## config.mk

```make
export PLATFORM = sky130hd
export DESIGN_NAME = led7_scan_ctrl
export DESIGN_NICKNAME = d
export VERILOG_FILES = /design/src/rtl/led7_scan_ctrl_pkg.sv /design/src/rtl/led7_decoder.sv /design/src/rtl/led7_scan_ctrl.sv
export SDC_FILE = /design/constraint.sdc
export NUM_CORES = 1
export LEC_CHECK = 0
export BUFFER_PORTS_ARGS = -buffer_cell sky130_fd_sc_hd__buf_2
export CAP_MARGIN = 20
export CORE_MARGIN = 8
export CORE_UTILIZATION = 56
export DETAILED_ROUTE_END_ITERATION = 10
export PLACE_DENSITY_LB_ADDON = 0.12
export SYNTH_ARGS = -nofsm -noshare
export SYNTH_HDL_FRONTEND = slang
export SYNTH_SLANG_ARGS = --single-unit
```

## constraint.sdc

```tcl
create_clock -name i_clk -period 3.1 [get_ports i_clk]
set_input_delay 0.62 -clock i_clk [delete_from_list [all_inputs] [get_ports i_clk]]
set_output_delay 0.62 -clock i_clk [all_outputs]
set_load 0.05 [all_outputs]
```

## src/rtl/led7_scan_ctrl_pkg.sv

```systemverilog
// rtl/led7_scan_ctrl_pkg.sv - shared display constants and types for the scan controller
package led7_scan_ctrl_pkg;
  localparam int         NUM_DIGITS = 4;
  localparam logic [6:0] SEG_BLANK  = 7'b1111111;
  localparam logic [3:0] ANODE_OFF  = 4'b1111;

  typedef enum logic {SLOT_GUARD, SLOT_DRIVE} slot_t;

  typedef struct packed {
    logic [15:0] digits;
    logic [3:0]  en;
    logic [3:0]  mask;
  } disp_cfg_t;
endpackage

```

## src/rtl/led7_decoder.sv

```systemverilog
// rtl/led7_decoder.sv - hex nibble to active-low 7-segment pattern {g,f,e,d,c,b,a}
module led7_decoder
  import led7_scan_ctrl_pkg::*;
(
  input  logic       i_en,
  input  logic [3:0] i_nibble,
  output logic [6:0] o_seg
);

  always_comb begin
    o_seg = SEG_BLANK;
    if (i_en) begin
      case (i_nibble)
        4'h0: o_seg = 7'b1000000;
        4'h1: o_seg = 7'b1111001;
        4'h2: o_seg = 7'b0100100;
        4'h3: o_seg = 7'b0110000;
        4'h4: o_seg = 7'b0011001;
        4'h5: o_seg = 7'b0010010;
        4'h6: o_seg = 7'b0000010;
        4'h7: o_seg = 7'b1111000;
        4'h8: o_seg = 7'b0000000;
        4'h9: o_seg = 7'b0010000;
        4'hA: o_seg = 7'b0001000;
        4'hB: o_seg = 7'b0000011;
        4'hC: o_seg = 7'b1000110;
        4'hD: o_seg = 7'b0100001;
        4'hE: o_seg = 7'b0000110;
        default: o_seg = 7'b0001110;
      endcase
    end
  end

endmodule

```

## src/rtl/led7_scan_ctrl.sv

```systemverilog
// rtl/led7_scan_ctrl.sv - 4-digit multiplexed 7-segment scanner with guard blanking,
// per-digit blink and scan-aligned double-buffered loads
module led7_scan_ctrl
  import led7_scan_ctrl_pkg::*;
#(
  parameter int CLK_PER_DIGIT = 100000,
  parameter int GUARD_CYCLES  = 1000,
  parameter int BLINK_SCANS   = 125
) (
  input  logic        i_clk,
  input  logic        i_rst,
  input  logic [15:0] i_digits,
  input  logic [3:0]  i_digit_en,
  input  logic [3:0]  i_blink_mask,
  input  logic        i_load,
  output logic [3:0]  o_anode,
  output logic [6:0]  o_7seg,
  output logic        o_scan_done,
  output logic        o_load_ack
);

  localparam int CNT_W  = $clog2(CLK_PER_DIGIT);
  localparam int SCAN_W = $clog2(BLINK_SCANS + 1);

  logic [CNT_W-1:0]  cnt_q, cnt_d;
  logic [1:0]        dig_q, dig_d;
  logic [SCAN_W-1:0] scan_q, scan_d;
  logic              phase_q, phase_d;
  logic              pend_flag_q, pend_flag_d;
  disp_cfg_t         pend_q, pend_d;
  disp_cfg_t         act_q, act_d;
  logic [3:0]        anode_q, anode_d;
  logic [6:0]        seg_q, seg_d;
  logic              scan_done_q, scan_done_d;
  logic              load_ack_q, load_ack_d;

  slot_t      slot;
  logic       slot_end;
  logic       wrap;
  logic       lit;
  logic [3:0] nibble;
  logic [6:0] dec_seg;

  assign slot     = (cnt_q < CNT_W'(GUARD_CYCLES)) ? SLOT_GUARD : SLOT_DRIVE;
  assign slot_end = (cnt_q == CNT_W'(CLK_PER_DIGIT - 1));
  assign wrap     = slot_end && (dig_q == 2'd3);
  assign nibble   = act_q.digits[{dig_q, 2'b00} +: 4];
  assign lit      = act_q.en[dig_q] && !(phase_q && act_q.mask[dig_q]);

  led7_decoder u_decoder (
    .i_en     (1'b1),
    .i_nibble (nibble),
    .o_seg    (dec_seg)
  );

  always_ff @(posedge i_clk) begin
    if (i_rst) begin
      cnt_q       <= '0;
      dig_q       <= '0;
      scan_q      <= '0;
      phase_q     <= 1'b0;
      pend_flag_q <= 1'b0;
      pend_q      <= '0;
      act_q       <= '0;
      anode_q     <= ANODE_OFF;
      seg_q       <= SEG_BLANK;
      scan_done_q <= 1'b0;
      load_ack_q  <= 1'b0;
    end else begin
      cnt_q       <= cnt_d;
      dig_q       <= dig_d;
      scan_q      <= scan_d;
      phase_q     <= phase_d;
      pend_flag_q <= pend_flag_d;
      pend_q      <= pend_d;
      act_q       <= act_d;
      anode_q     <= anode_d;
      seg_q       <= seg_d;
      scan_done_q <= scan_done_d;
      load_ack_q  <= load_ack_d;
    end
  end

  always_comb begin
    cnt_d       = slot_end ? '0 : cnt_q + CNT_W'(1);
    dig_d       = slot_end ? dig_q + 2'd1 : dig_q;
    scan_d      = scan_q;
    phase_d     = phase_q;
    pend_d      = pend_q;
    pend_flag_d = pend_flag_q;
    act_d       = act_q;
    if (wrap) begin
      if (scan_q == SCAN_W'(BLINK_SCANS - 1)) begin
        scan_d  = '0;
        phase_d = ~phase_q;
      end else begin
        scan_d = scan_q + SCAN_W'(1);
      end
      if (pend_flag_q) begin
        act_d       = pend_q;
        pend_flag_d = 1'b0;
      end
    end
    // A load landing on the wrap cycle re-arms pending for the next wrap
    if (i_load) begin
      pend_d      = '{digits: i_digits, en: i_digit_en, mask: i_blink_mask};
      pend_flag_d = 1'b1;
    end
  end

  always_comb begin
    anode_d     = ANODE_OFF;
    seg_d       = SEG_BLANK;
    scan_done_d = wrap;
    load_ack_d  = wrap && pend_flag_q;
    if (slot == SLOT_DRIVE && lit) begin
      anode_d[dig_q] = 1'b0;
      seg_d          = dec_seg;
    end
  end

  assign o_anode     = anode_q;
  assign o_7seg      = seg_q;
  assign o_scan_done = scan_done_q;
  assign o_load_ack  = load_ack_q;

endmodule

```

[Word-level counts from Yosys, hierarchy flattened]
Memories as Yosys holds them, arrays and structs flattened. A register that Yosys moved wholly into a read port is not among the register bits.
Cells that the tools add are included.
W data, S select, Z words.
Word-level totals
  register bits after elaboration: 82
  ROM bits: 112
  bits of input ports: 27
  output and inout port bits: 13
  word-level logic and storage cells: 50
  memories: 1
Cells by class
  add/sub/neg operators: 3
  $lt $le $gt $ge: 3
  equal/unequal tests: 3
  shifts and indexed selects: 1
  multiplexer cells: 10
  bitwise logic cells: 3
  reduce and logical (&&, ||, !) cells: 12
Memory list
  (name not given): words 16, width 7, read ports 1, clocked after Yosys merged registers in 1, write ports 0, line led7_decoder.sv:13  | case (i_nibble)
Operators with widths (number)
  $add A17 B1 Y17 const B: 1
  $eq A17 B17 Y1 const B: 1
  $lt A17 B10 Y1 const B: 1
  $shiftx A16 B5 Y4: 1
  $add A7 B1 Y7 const B: 1
  $eq A7 B7 Y1 const B: 1
  $mux W7: 1
  $logic_and A1 B1 Y1: 6
  $mux W1: 6
  $bmux W1 S2: 2
  $not A4 Y4: 1
  $reduce_and A2 Y1: 2
  $reduce_or A2 Y1: 2
  $lt A2 B3 Y1 const B: 1
  $add A2 B1 Y2 const B: 1
  $demux W1 S2: 1
  $eq A2 B2 Y1 const B: 1
  $ge A2 B1 Y1 const B: 1
  $not A1 Y1: 2
  $reduce_bool A2 Y1: 1
  $logic_not A1 Y1: 1

[Longest topological paths before layout]
Gate-level depths: netlist (run 1).
  word-level depth: 8
  depth in mapped cells: 7
  mapped depth without buffers: 6

[Hierarchy]
Synthesis (run 1) repeated with hierarchy kept, for this count alone.
Unflattened totals
  cells, all modules: 426
  area total of the unflattened synthesis: 3985.1 um^2
Modules (own cells, without submodules)
  led7_scan_ctrl: times used 1, cells an instance 387, area an instance 3692.3 um^2, sequential area each 1781.7 um^2
  led7_decoder: times used 1, cells an instance 39, area an instance 292.8 um^2, sequential area each 0.0 um^2

[Worst setup path after synthesis (run 1)]
Ideal clock, no wire load.
  path kind: register to register
  start: register dig_q[0]
  end: register seg_q[4], in the netlist o_7seg[4]
  library setup time: 0.141 ns
  arrival: 2.001 ns
  required time: 2.959 ns
  slack: 0.957 ns
  stages on the path, launching flop included: 7
  buffers on the path: 2
  period minus slack after synthesis: 2.143 ns
  cells stage by stage: dfxtp_1 clkbuf_1 mux4_2 a21boi_0 nor3b_1 clkbuf_1 o211ai_1
On the way
  word-level cells in the longest chain between the ends: 8
  elaborated cells on any way between the ends: 11
  classes of those cells: 1 x shift; 4 x mux; 1 x bitwise; 5 x reduce/logical
RTL lines
  from (decl): line led7_scan_ctrl.sv:26  | logic [1:0] dig_q, dig_d;
  from (signal assigned): line led7_scan_ctrl.sv:71  | dig_q <= dig_d;
  $bmux W1 S2: line led7_scan_ctrl.sv:48  | assign lit = act_q.en[dig_q] && !(phase_q && act_q.mask[dig_q]);
  $mux W1 (implied by the code): line led7_scan_ctrl.sv:48
  $logic_and A1 B1 Y1: line led7_scan_ctrl.sv:48
  $logic_not A1 Y1: line led7_scan_ctrl.sv:48
  $logic_and A1 B1 Y1: line led7_scan_ctrl.sv:48
  $logic_and A1 B1 Y1: line led7_scan_ctrl.sv:116  | if (slot == SLOT_DRIVE && lit) begin
  $not A1 Y1 (no line)
  $reduce_or A2 Y1 (no line)
  to (decl): line led7_scan_ctrl.sv:33  | logic [6:0] seg_q, seg_d;
Several ways; a longest one is shown, not always the timed one. The select of a mux whose other input is x is not followed.
A chain may end at the register's enable or synchronous reset.

[Worst setup path after layout (run 1)]
  start: register cnt_q[0]
  end: register act_q[9] (netlist name)
On the way
  word-level cells in the longest chain between the ends: 3
RTL lines
  from (decl): line led7_scan_ctrl.sv:25  | logic [CNT_W-1:0] cnt_q, cnt_d;
  from (signal assigned): line led7_scan_ctrl.sv:70  | cnt_q <= cnt_d;
  $eq A17 B17 Y1: line led7_scan_ctrl.sv:45  | assign slot_end = (cnt_q == CNT_W'(CLK_PER_DIGIT - 1));
  $logic_and A1 B1 Y1: line led7_scan_ctrl.sv:46  | assign wrap = slot_end && (dig_q == 2'd3);
  $reduce_and A2 Y1 (no line)
  to (signal assigned): line led7_scan_ctrl.sv:76  | act_q <= act_d;
  to (decl): line led7_scan_ctrl.sv:31  | disp_cfg_t act_q, act_d;
Every way passes these cells.

==> flow_summary.toml, run 1 <==
[detailed_routing]
drtIter0Drc = 185
wirelength_mm = 7.98
first_pass_iters = 4
avgRoutedWirePerCell_um = 15.0
vias_per_cell = 5.83
antenna_left = 0
drc = 0
vias = 3100

[flow_run]
maxCapViolCount = 0

[setup_path]
cp_max_fo = 24
cp-end-kind = "flip-flop"
required_ns = 3.32
critPathKind = "flip-flop to flip-flop"
startpoint_type = "flip-flop"
cp_num_buf_inv = 1
crit_chain = "ha_1 -> nand4_1 -> or4_1 -> buf_4 -> o21ai_0 -> a21oi_1"
crit_arrival_ns = 2.67
slowest_stage = "or4_1"
crit_family = "simple AND/OR/NAND/NOR gates"
critPathMaxStageDelay_ns = 0.83

[placed_design]
placed_cells = 519
place.gp.congestion = 0.803
dp_hpwl_mm = 5.52
io_buffers = 39

[hold_path]
worst_hold_path_type = "flip-flop to flip-flop"

[yosys]
syn_nets = 461
ys_warn_count = 0
syn-cell-area_mm2 = 0.00389
syn_avg_cell_area_um2 = 9.24
synth_flop_cell = "dfxtp_1"
yosysSeqAreaShare = 0.458
synth_cells = 421
yosysUniqueCellTypes = 46
synth_edf_count = 0
ys_seq_elements = 89
ys_async_sr_fraction = 0

[global_routing]
grt_max_degree = 42
gr-usage-all-layers = 0.170
grt_pass1_vias = 3040
antenna_found_initial = 0
grt-ovfl-total = 0
grt_pass1_wl_mm = 14.0

[floorplanning]
initial_core_util = 0.576
die_area_mm2 = 0.00987
io_pins = 40
coreArea_mm2 = 0.00676
rows = 30
die_h_um = 99.4
die_w_um = 99.4

[clock_network]
root_buffer = "clkbuf_8"
cts_inserted_buffers = 9
cts_resized = 0
postCtsSetupRepairBufs = 0
clk_pin_slew_worst_paths_ns = 0.08
cts_tree = "built"
clkLatencyLatePin_ns = 0.35
cts_sinks = 89
cts_max_level = 3
cts_hold_buf = 0
cts.path.max_buffers = 2

[layout]
mostFrequentLayoutCells = "dfxtp_1 (89), nor2_1 (42), buf_2 (39), nand3_1 (38), a21oi_1 (38)"
final_common_cell = "dfxtp_1"
layout.nets = 490
stdcell_count = 532
antenna_cells = 0
final_layout_size_suffix_gt1_frac = 0.157
area_growth_pct = 10.9

[sta]
drv_slew = 0
fmax_mhz = 408
setup_viol = 0
fin_setup_tns_ns = 0
slew_headroom = 0.512
fin_crit_sh = 0.790
rsz0062_at_grt = "no"
fin_skew_ns = 0.00966
tightest_slew_ns = 0.732
final-hold-violation-count = 0
period_needed_ns = 2.45

[status]
status = "completed"

[pwr]
power.total_mw = 1.98
power_density_mw_per_mm2 = 459
p_leak_nw = 1.58
ir_drop_mv = 0.278
-- cells in the mapped netlist (all sizes together), types with 2 or more instances --
cell type,n,share of area
and3,2,0.0032
mux2i,25,0.064
o21a,3,0.0058
a21oi,38,0.049
a211oi,2,0.0039
dfxtp,89,0.46
mux4,7,0.041
o211ai,3,0.0058
o31ai,6,0.012
nor3b,5,0.0096
a31oi,2,0.0032
xnor2,6,0.014
inv,9,0.0087
or4,3,0.0068
or3,5,0.0080
nand2b,2,0.0032
nor2,42,0.041
nor4,2,0.0048
nand2,18,0.017
buf,2,0.0026
o21ai,31,0.040
ha,13,0.042
nor3,2,0.0026
and4,4,0.0090
clkbuf,27,0.026
nand4b,3,0.0068
nand3,38,0.049
and2,2,0.0032
xor2,10,0.023
nand4,7,0.011
-- kinds of logic (layout without fill, tap and decap cells) --
logic type / after synthesis / count (layout) / synth area share
buffers and inverters: 39 / 70 / 0.0383
XOR/XNOR: 16 / 16 / 0.0360
AO/OA/AOI/OAI: 92 / 92 / 0.134
adder cells (fa/ha/maj): 13 / 13 / 0.0418
AND/OR/NAND/NOR: 139 / 139 / 0.184
flip-flops: 89 / 89 / 0.458
multiplexers: 33 / 33 / 0.108
-- state kept, by name, summed over array words and instances (netlist names), 2 cells and up --
| register | count |
|---|---|
| act_q | 24 |
| cnt_q | 17 |
| dig_q | 2 |
| o_7seg | 7 |
| o_anode | 4 |
| pend_q | 24 |
| scan_q | 7 |
-- power breakdown --
| group | leakage (nW) | switching, mW | internal, mW | total [mW] |
|---|---|---|---|---|
| Sequential | 0.723 | 0.0148 | 1.16 | 1.18 |
| Clock | 0.0868 | 0.370 | 0.356 | 0.726 |
| Combinational | 0.774 | 0.0413 | 0.0353 | 0.0766 |
| Total | 1.58 | 0.426 | 1.56 | 1.98 |
-- worst paths after layout --
path	from	end	slack, ns	depth (start not counted)
max	cnt_q[0]$_SDFF_PP0_	act_q[9]$_SDFFE_PP0P_	0.65	6
min	cnt_q[0]$_SDFF_PP0_	cnt_q[0]$_SDFF_PP0_	0.46	1
max reg2reg	cnt_q[0]$_SDFF_PP0_	act_q[9]$_SDFFE_PP0P_	0.65	6
min reg2reg	cnt_q[0]$_SDFF_PP0_	cnt_q[0]$_SDFF_PP0_	0.46	1
-- layer usage --
| metal | wire, um | global-route usage | up-vias |
|---|---|---|---|
| met3 | 369 | 0.0328 | 14 |
| li1 | - | - | 1563 |
| met2 | 3620 | 0.270 | 71 |
| met5 | 0 | 0 | - |
| met4 | 155 | 0.0815 | 0 |
| met1 | 3830 | 0.216 | 1452 |
-- area by class of cell --
class	count	area [um2]
fillers	578	2440
multi-input cells	293	1970
flip-flops and latches	89	1780
repair buffers	47	255
clock buffers	9	124
well taps	80	100
clock inverters	4	47.5
inverters	10	37.5
-- metrics by stage --
| stage | hold WS, ns | utilization | worst slack [ns] | instance area (um2) |
|---|---|---|---|---|
| floorplan | 0.430 | - | 0.957 | 3890 |
| global placement | 0.440 | 0.613 | 0.739 | 4140 |
| detailed placement | 0.457 | 0.613 | 0.668 | 4140 |
| CTS | 0.475 | 0.639 | 0.636 | 4320 |
| global route | 0.500 | 0.639 | 0.365 | 4320 |
| finish | 0.465 | 0.639 | 0.651 | 4320 |
No activity file was read; power rests on OpenSTA's default activity.
==> run 2, diff against run 1 <==
--- a/config.mk
+++ b/config.mk
@@ -8,7 +8,7 @@
 export BUFFER_PORTS_ARGS = -buffer_cell sky130_fd_sc_hd__buf_2
 export CAP_MARGIN = 20
 export CORE_MARGIN = 8
-export CORE_UTILIZATION = 56
+export CORE_UTILIZATION = 53
 export DETAILED_ROUTE_END_ITERATION = 10
 export PLACE_DENSITY_LB_ADDON = 0.12
 export SYNTH_ARGS = -nofsm -noshare
==> constraint.sdc (replaced) <==
create_clock -name i_clk -period 2 [get_ports i_clk]
set_input_delay 0.4 -clock i_clk [delete_from_list [all_inputs] [get_ports i_clk]]
set_output_delay 0.4 -clock i_clk [all_outputs]
set_load 0.05 [all_outputs]
==> run 2 against run 1 <==
Against the previous run:
- total power is 80% higher
- clock-buffer cell count stayed put
- final area is 9.5% higher
- non-clock buffer count is 30 higher
- worst hold slack worse by 0.19 ns
- utilization is 2.0 points higher
- critical path depth is 2 lower
- largest power group unchanged
- wire length is 5.7% higher
- critical path type unchanged
==> flow_summary.toml, run 2 (same netlist as run 1, synthesis figures left out) <==
[pwr]
pwr-share-comb = 0.040
ir_drop_mv = 0.444
p_leak_nw = 1.79
p_clk_frac = 0.448
p_seq_frac = 0.512
power_density_mw_per_mm2 = 755
internal_power_mw = 2.84
p_sw_uw = 731
swShare = 0.205

[setup_path]
cp-end-kind = "flip-flop"
crit_arrival_ns = 2.28
required_ns = 2.29
startpoint = "cnt_q[12]$_SDFF_PP0_"
reg2reg_to = "phase_q$_SDFFE_PP0P_"
endpoint = "phase_q$_SDFFE_PP0P_"
ff2ff_path_depth = 4
startpoint_type = "flip-flop"
rr_startpoint = "cnt_q[12]$_SDFF_PP0_"
critPathKind = "flip-flop to flip-flop"
cp_max_fo = 4
r2r_slack_ns = 0.005

[sta]
period_needed_ns = 1.99
final-hold-violation-count = 0
fmax_mhz = 501
holdWs_ns = 0.276
rsz0062_at_grt = "yes"
fin_crit_sh = 0.997
drv_slew = 0
slew_headroom = 0.716
setup_viol = 0
tightest_slew_ns = 0.420
layout_setup_ws_ns = 0.00518
fin_setup_tns_ns = 0
fin_skew_ns = 0.0124

[detailed_routing]
first_pass_iters = 5
vias_per_cell = 5.42
antenna_left = 0
wirelength_mm = 8.43
vias = 3163
drtIter0Drc = 147
drc = 0
avgRoutedWirePerCell_um = 14.4

[global_routing]
grt_pass1_wl_mm = 14.3
grt-ovfl-total = 0
antenna_found_initial = 0
gr-usage-all-layers = 0.173
grt_pass1_vias = 3051
grt_max_degree = 29

[layout]
antenna_cells = 0
top_regs = "act_q: 24 flops, pend_q: 24 flops, cnt_q: 17 flops"
final_layout_size_suffix_gt1_frac = 0.229
final_common_cell = "dfxtp_1"
mostFrequentLayoutCells = "dfxtp_1 (86), nor2_1 (42), buf_2 (39), nand3_1 (38), a21oi_1 (37)"
layout.nets = 520
area_growth_pct = 21.4

[clock_network]
clkLatencyLatePin_ns = 0.35
cts.path.max_buffers = 2
cts_hold_buf = 0
clk_pin_slew_worst_paths_ns = 0.09
cts_max_level = 3
cts_sinks = 89
root_buffer = "clkbuf_8"
cts_tree = "built"
cts_inserted_buffers = 9

[floorplanning]
die_h_um = 102
rows = 31
die_area_mm2 = 0.0103
coreArea_mm2 = 0.00718
io_pins = 40
die_w_um = 102
initial_core_util = 0.542

[placed_design]
place.gp.congestion = 0.789
dp_hpwl_mm = 5.97
pre_cts_slack_ns = 0.00625
io_buffers = 39

[flow_run]
maxCapViolCount = 0

[status]
status = "completed"

[hold_path]
worst_hold_path_type = "primary input to flip-flop"
==> run 2: changes by cell type in the layout (fill, tap and decap cells not counted), sizes merged <==
cell	delta
buf	+30
bufinv	+3
clkinv	-1
inv	+1
==> run 2: stage by stage <==
step / power [mW] / cells / cell area [um2] / utilization
floorplan: 1.95 / 421 / 3910 / -
global placement: 2.01 / 568 / 4440 / 0.619
detailed placement: 2.01 / 568 / 4440 / 0.619
CTS: 3.60 / 584 / 4710 / 0.656
global route: 3.70 / 584 / 4720 / 0.658
finish: 3.57 / 584 / 4720 / 0.658
==> run 2: layout make-up <==
class,instances,area (um2)
clock buffers,9,124
multi-input cells,293,1990
repair buffers,77,526
inverters,10,37.5
flip-flops and latches,89,1790
well taps,99,124
clock inverters,7,141
fillers,603,2450
==> run 2: routing by layer <==
layer | GRT usage | up-vias | part of all wire
met5 | 0 | - | 0
met4 | 0.0630 | 0 | 0.0063
met3 | 0.0364 | 4 | 0.050
met2 | 0.273 | 64 | 0.46
met1 | 0.225 | 1476 | 0.48
li1 | - | 1619 | -
==> run 2: timing repair <==
| item | in CTS | in global routing |
|---|---|---|
| gates resized for setup | 2 | 4 |
| pin swaps | 0 | 1 |
| buffers inserted | 0 | 0 |
| endpoints found under the setup margin | 2 | 40 |
| gates cloned | 0 | 0 |
==> run 2: how the worst min path moves through the flow <==
stage	from	end	slack (ns)	cells past startpoint
final	i_digits[3]	pend_q[11]$_SDFFE_PP0P_	0.28	3
after CTS	i_digits[4]	pend_q[12]$_SDFFE_PP0P_	0.27	3
after global placement	pend_q[9]$_SDFFE_PP0P_	act_q[9]$_SDFFE_PP0P_	0.46	2
after detailed placement	pend_q[1]$_SDFFE_PP0P_	act_q[1]$_SDFFE_PP0P_	0.47	2
after floorplan	cnt_q[0]$_SDFF_PP0_	cnt_q[0]$_SDFF_PP0_	0.41	1
after global routing	i_blink_mask[0]	pend_q[0]$_SDFFE_PP0P_	0.27	3
==> run 2: worst max-delay path, cell delays in order (launching register included) <==
cell and delay (ns):
dfxtp_2 0.34, or4_4 0.53, or4_4 0.46, or4_1 0.48, a21oi_1 0.13
==> run 2: power by group through the flow <==
stage | clock (mW) | combinational, mW | sequential, mW
after detailed placement | 0 | 0.145 | 1.87
after global placement | 0 | 0.141 | 1.87
after global routing | 1.71 | 0.160 | 1.83
after CTS | 1.63 | 0.145 | 1.83
after floorplan | 0 | 0.0839 | 1.86
final | 1.60 | 0.143 | 1.83
==> run 3, diff against run 2 <==
--- a/config.mk
+++ b/config.mk
@@ -11,6 +11,8 @@
 export CORE_UTILIZATION = 53
 export DETAILED_ROUTE_END_ITERATION = 10
 export PLACE_DENSITY_LB_ADDON = 0.12
+export SETUP_SLACK_MARGIN = 0.02
+export SLEW_MARGIN = 25
 export SYNTH_ARGS = -nofsm -noshare
 export SYNTH_HDL_FRONTEND = slang
 export SYNTH_SLANG_ARGS = --single-unit
==> run 3 against run 2 <==
Against the previous run:
- global-route usage unchanged
- critical path depth unchanged
- via count increased by 1.5%
- utilization increased by 0.44 points
- first-iteration DRC count decreased by 6.1%
- cell count increased by 0.51%
- clock power about the same
- worst setup slack about the same
- sequential power about the same
- critical endpoint unchanged
- die area unchanged
- fmax about the same
- wire length increased by 1.9%
==> flow_summary.toml, run 3 (same netlist as run 1, synthesis figures left out) <==
[floorplanning]
die_h_um = 102
rows = 31
die_w_um = 102
initial_core_util = 0.542
coreArea_mm2 = 0.00718
io_pins = 40
die_area_mm2 = 0.0103

[pwr]
power_density_mw_per_mm2 = 753
ir_drop_mv = 0.449
p_leak_nw = 1.81
power.total_mw = 3.58

[sta]
fin_skew_ns = 0.00988
slew_headroom = 0.721
tightest_slew_ns = 0.413
fmax_mhz = 501
final-hold-violation-count = 0
holdWs_ns = 0.271
rsz0062_at_grt = "yes"
drv_slew = 0
period_needed_ns = 2.00
setup_viol = 0
fin_crit_sh = 0.998

[placed_design]
io_buffers = 39
placed_cells = 568
place.gp.congestion = 0.789
dp_hpwl_mm = 5.97

[clock_network]
cts_max_level = 3
cts.path.max_buffers = 2
clk_pin_slew_worst_paths_ns = 0.09
clkLatencyLatePin_ns = 0.35
cts_inserted_buffers = 9
cts_hold_buf = 0
cts_sinks = 89
cts_tree = "built"
root_buffer = "clkbuf_8"

[setup_path]
required_ns = 2.29
crit_chain = "or4_4 -> or4_4 -> or4_1 -> a21oi_1"
cp-end-kind = "flip-flop"
critPathKind = "flip-flop to flip-flop"
startpoint_type = "flip-flop"
crit_top_cell = "or4_4"
cp_max_fo = 4
critPathMaxStageDelay_ns = 0.53
startpoint = "cnt_q[12]$_SDFF_PP0_"
slowest_stage = "or4_4"
rr_startpoint = "cnt_q[12]$_SDFF_PP0_"
crit_arrival_ns = 2.29

[detailed_routing]
first_pass_iters = 4
vias_per_cell = 5.47
antenna_left = 0
vias = 3209
avgRoutedWirePerCell_um = 14.6
drc = 0
drtIter0Drc = 138
wirelength_mm = 8.59

[global_routing]
grt_max_degree = 29
grt_pass1_wl_mm = 14.3
grt_pass1_vias = 3051
antenna_found_initial = 0
grt-ovfl-total = 0
gr-usage-all-layers = 0.173

[status]
status = "completed"

[layout]
final_layout_size_suffix_gt1_frac = 0.238
stdcell_count = 587
seq_area_mm2 = 0.00179
multi_input_comb_area_mm2 = 0.00200
final_common_cell = "dfxtp_1"
layout.nets = 523
fill_cells = 599
top_regs = "act_q: 24 flops, pend_q: 24 flops, cnt_q: 17 flops"
antenna_cells = 0
mostFrequentLayoutCells = "dfxtp_1 (86), nor2_1 (42), buf_2 (40), nand3_1 (38), a21oi_1 (38)"
area_growth_pct = 22.2

[flow_run]
maxCapViolCount = 0

[hold_path]
worst_hold_path_type = "primary input to flip-flop"
worstHoldStart = "i_digits[3]"
run 3: cell count changes in the layout (fill, tap and decap cells not counted):
cell	before	now
buf_2	39	40
a21oi_2	1	0
o21ai_1	6	7
buf_4	33	35
o31ai_2	1	4
a21oi_1	37	38
o21ai_0	25	24
o31ai_1	5	2
run 3: routing by layer:
layer  track usage  vias up  part of all wire
li1              -     1624                 -
met5             0        -                 0
met3        0.0364        7             0.053
met2         0.273       78              0.46
met1         0.225     1500              0.48
met4        0.0630        0             0.010
run 3: area by class of cell:
type	instances	area share
multi-input combinational	293	0.420
sequential	89	0.376
timing repair buffer	80	0.115
clock inverter	7	0.0297
clock buffer	9	0.0261
tap	99	0.0261
inverter	10	0.00789
run 3: critical path, delay by kind of cell, from the launching register on:
kind | cells | cell delay [ns]
AO/OA/AOI/OAI | 1 | 0.13
AND/OR/NAND/NOR | 3 | 1.47
flip-flops | 1 | 0.34
run 3: through the flow:
| stage | setup WS, ns | TNS [ns] | area [um2] | utilization |
|---|---|---|---|---|
| after floorplan | -0.0415 | -0.0415 | 3910 | - |
| after global placement | 0.0100 | 0 | 4440 | 0.619 |
| after detailed placement | 0.00625 | 0 | 4440 | 0.619 |
| after CTS | 0.0226 | 0 | 4710 | 0.656 |
| after global routing | -0.0729 | -0.279 | 4750 | 0.663 |
| final | 0.00496 | 0 | 4750 | 0.663 |
run 3: worst paths after layout:
check | slack, ns | endpoint | depth (start not counted)
worst min-delay path | 0.27 | pend_q[11]$_SDFFE_PP0P_ | 3
worst max-delay path | 0.005 | phase_q$_SDFFE_PP0P_ | 4
worst max register to register | 0.005 | phase_q$_SDFFE_PP0P_ | 4
worst min register to register | 0.48 | act_q[1]$_SDFFE_PP0P_ | 2
run 3: power by group:
part | leakage, nW | internal, mW | switching, mW
sequential | 0.724 | 1.81 | 0.0205
clock | 0.130 | 0.958 | 0.651
combinational | 0.958 | 0.0718 | 0.0715
total | 1.81 | 2.84 | 0.743
run 3: what timing repair did:
action | 4_1_cts | 5_1_grt
resized for setup | 2 | 7
endpoints found under the setup margin | 21 | 42
pin swaps | 1 | 0
cloned | 0 | 1
buffers inserted | 0 | 2
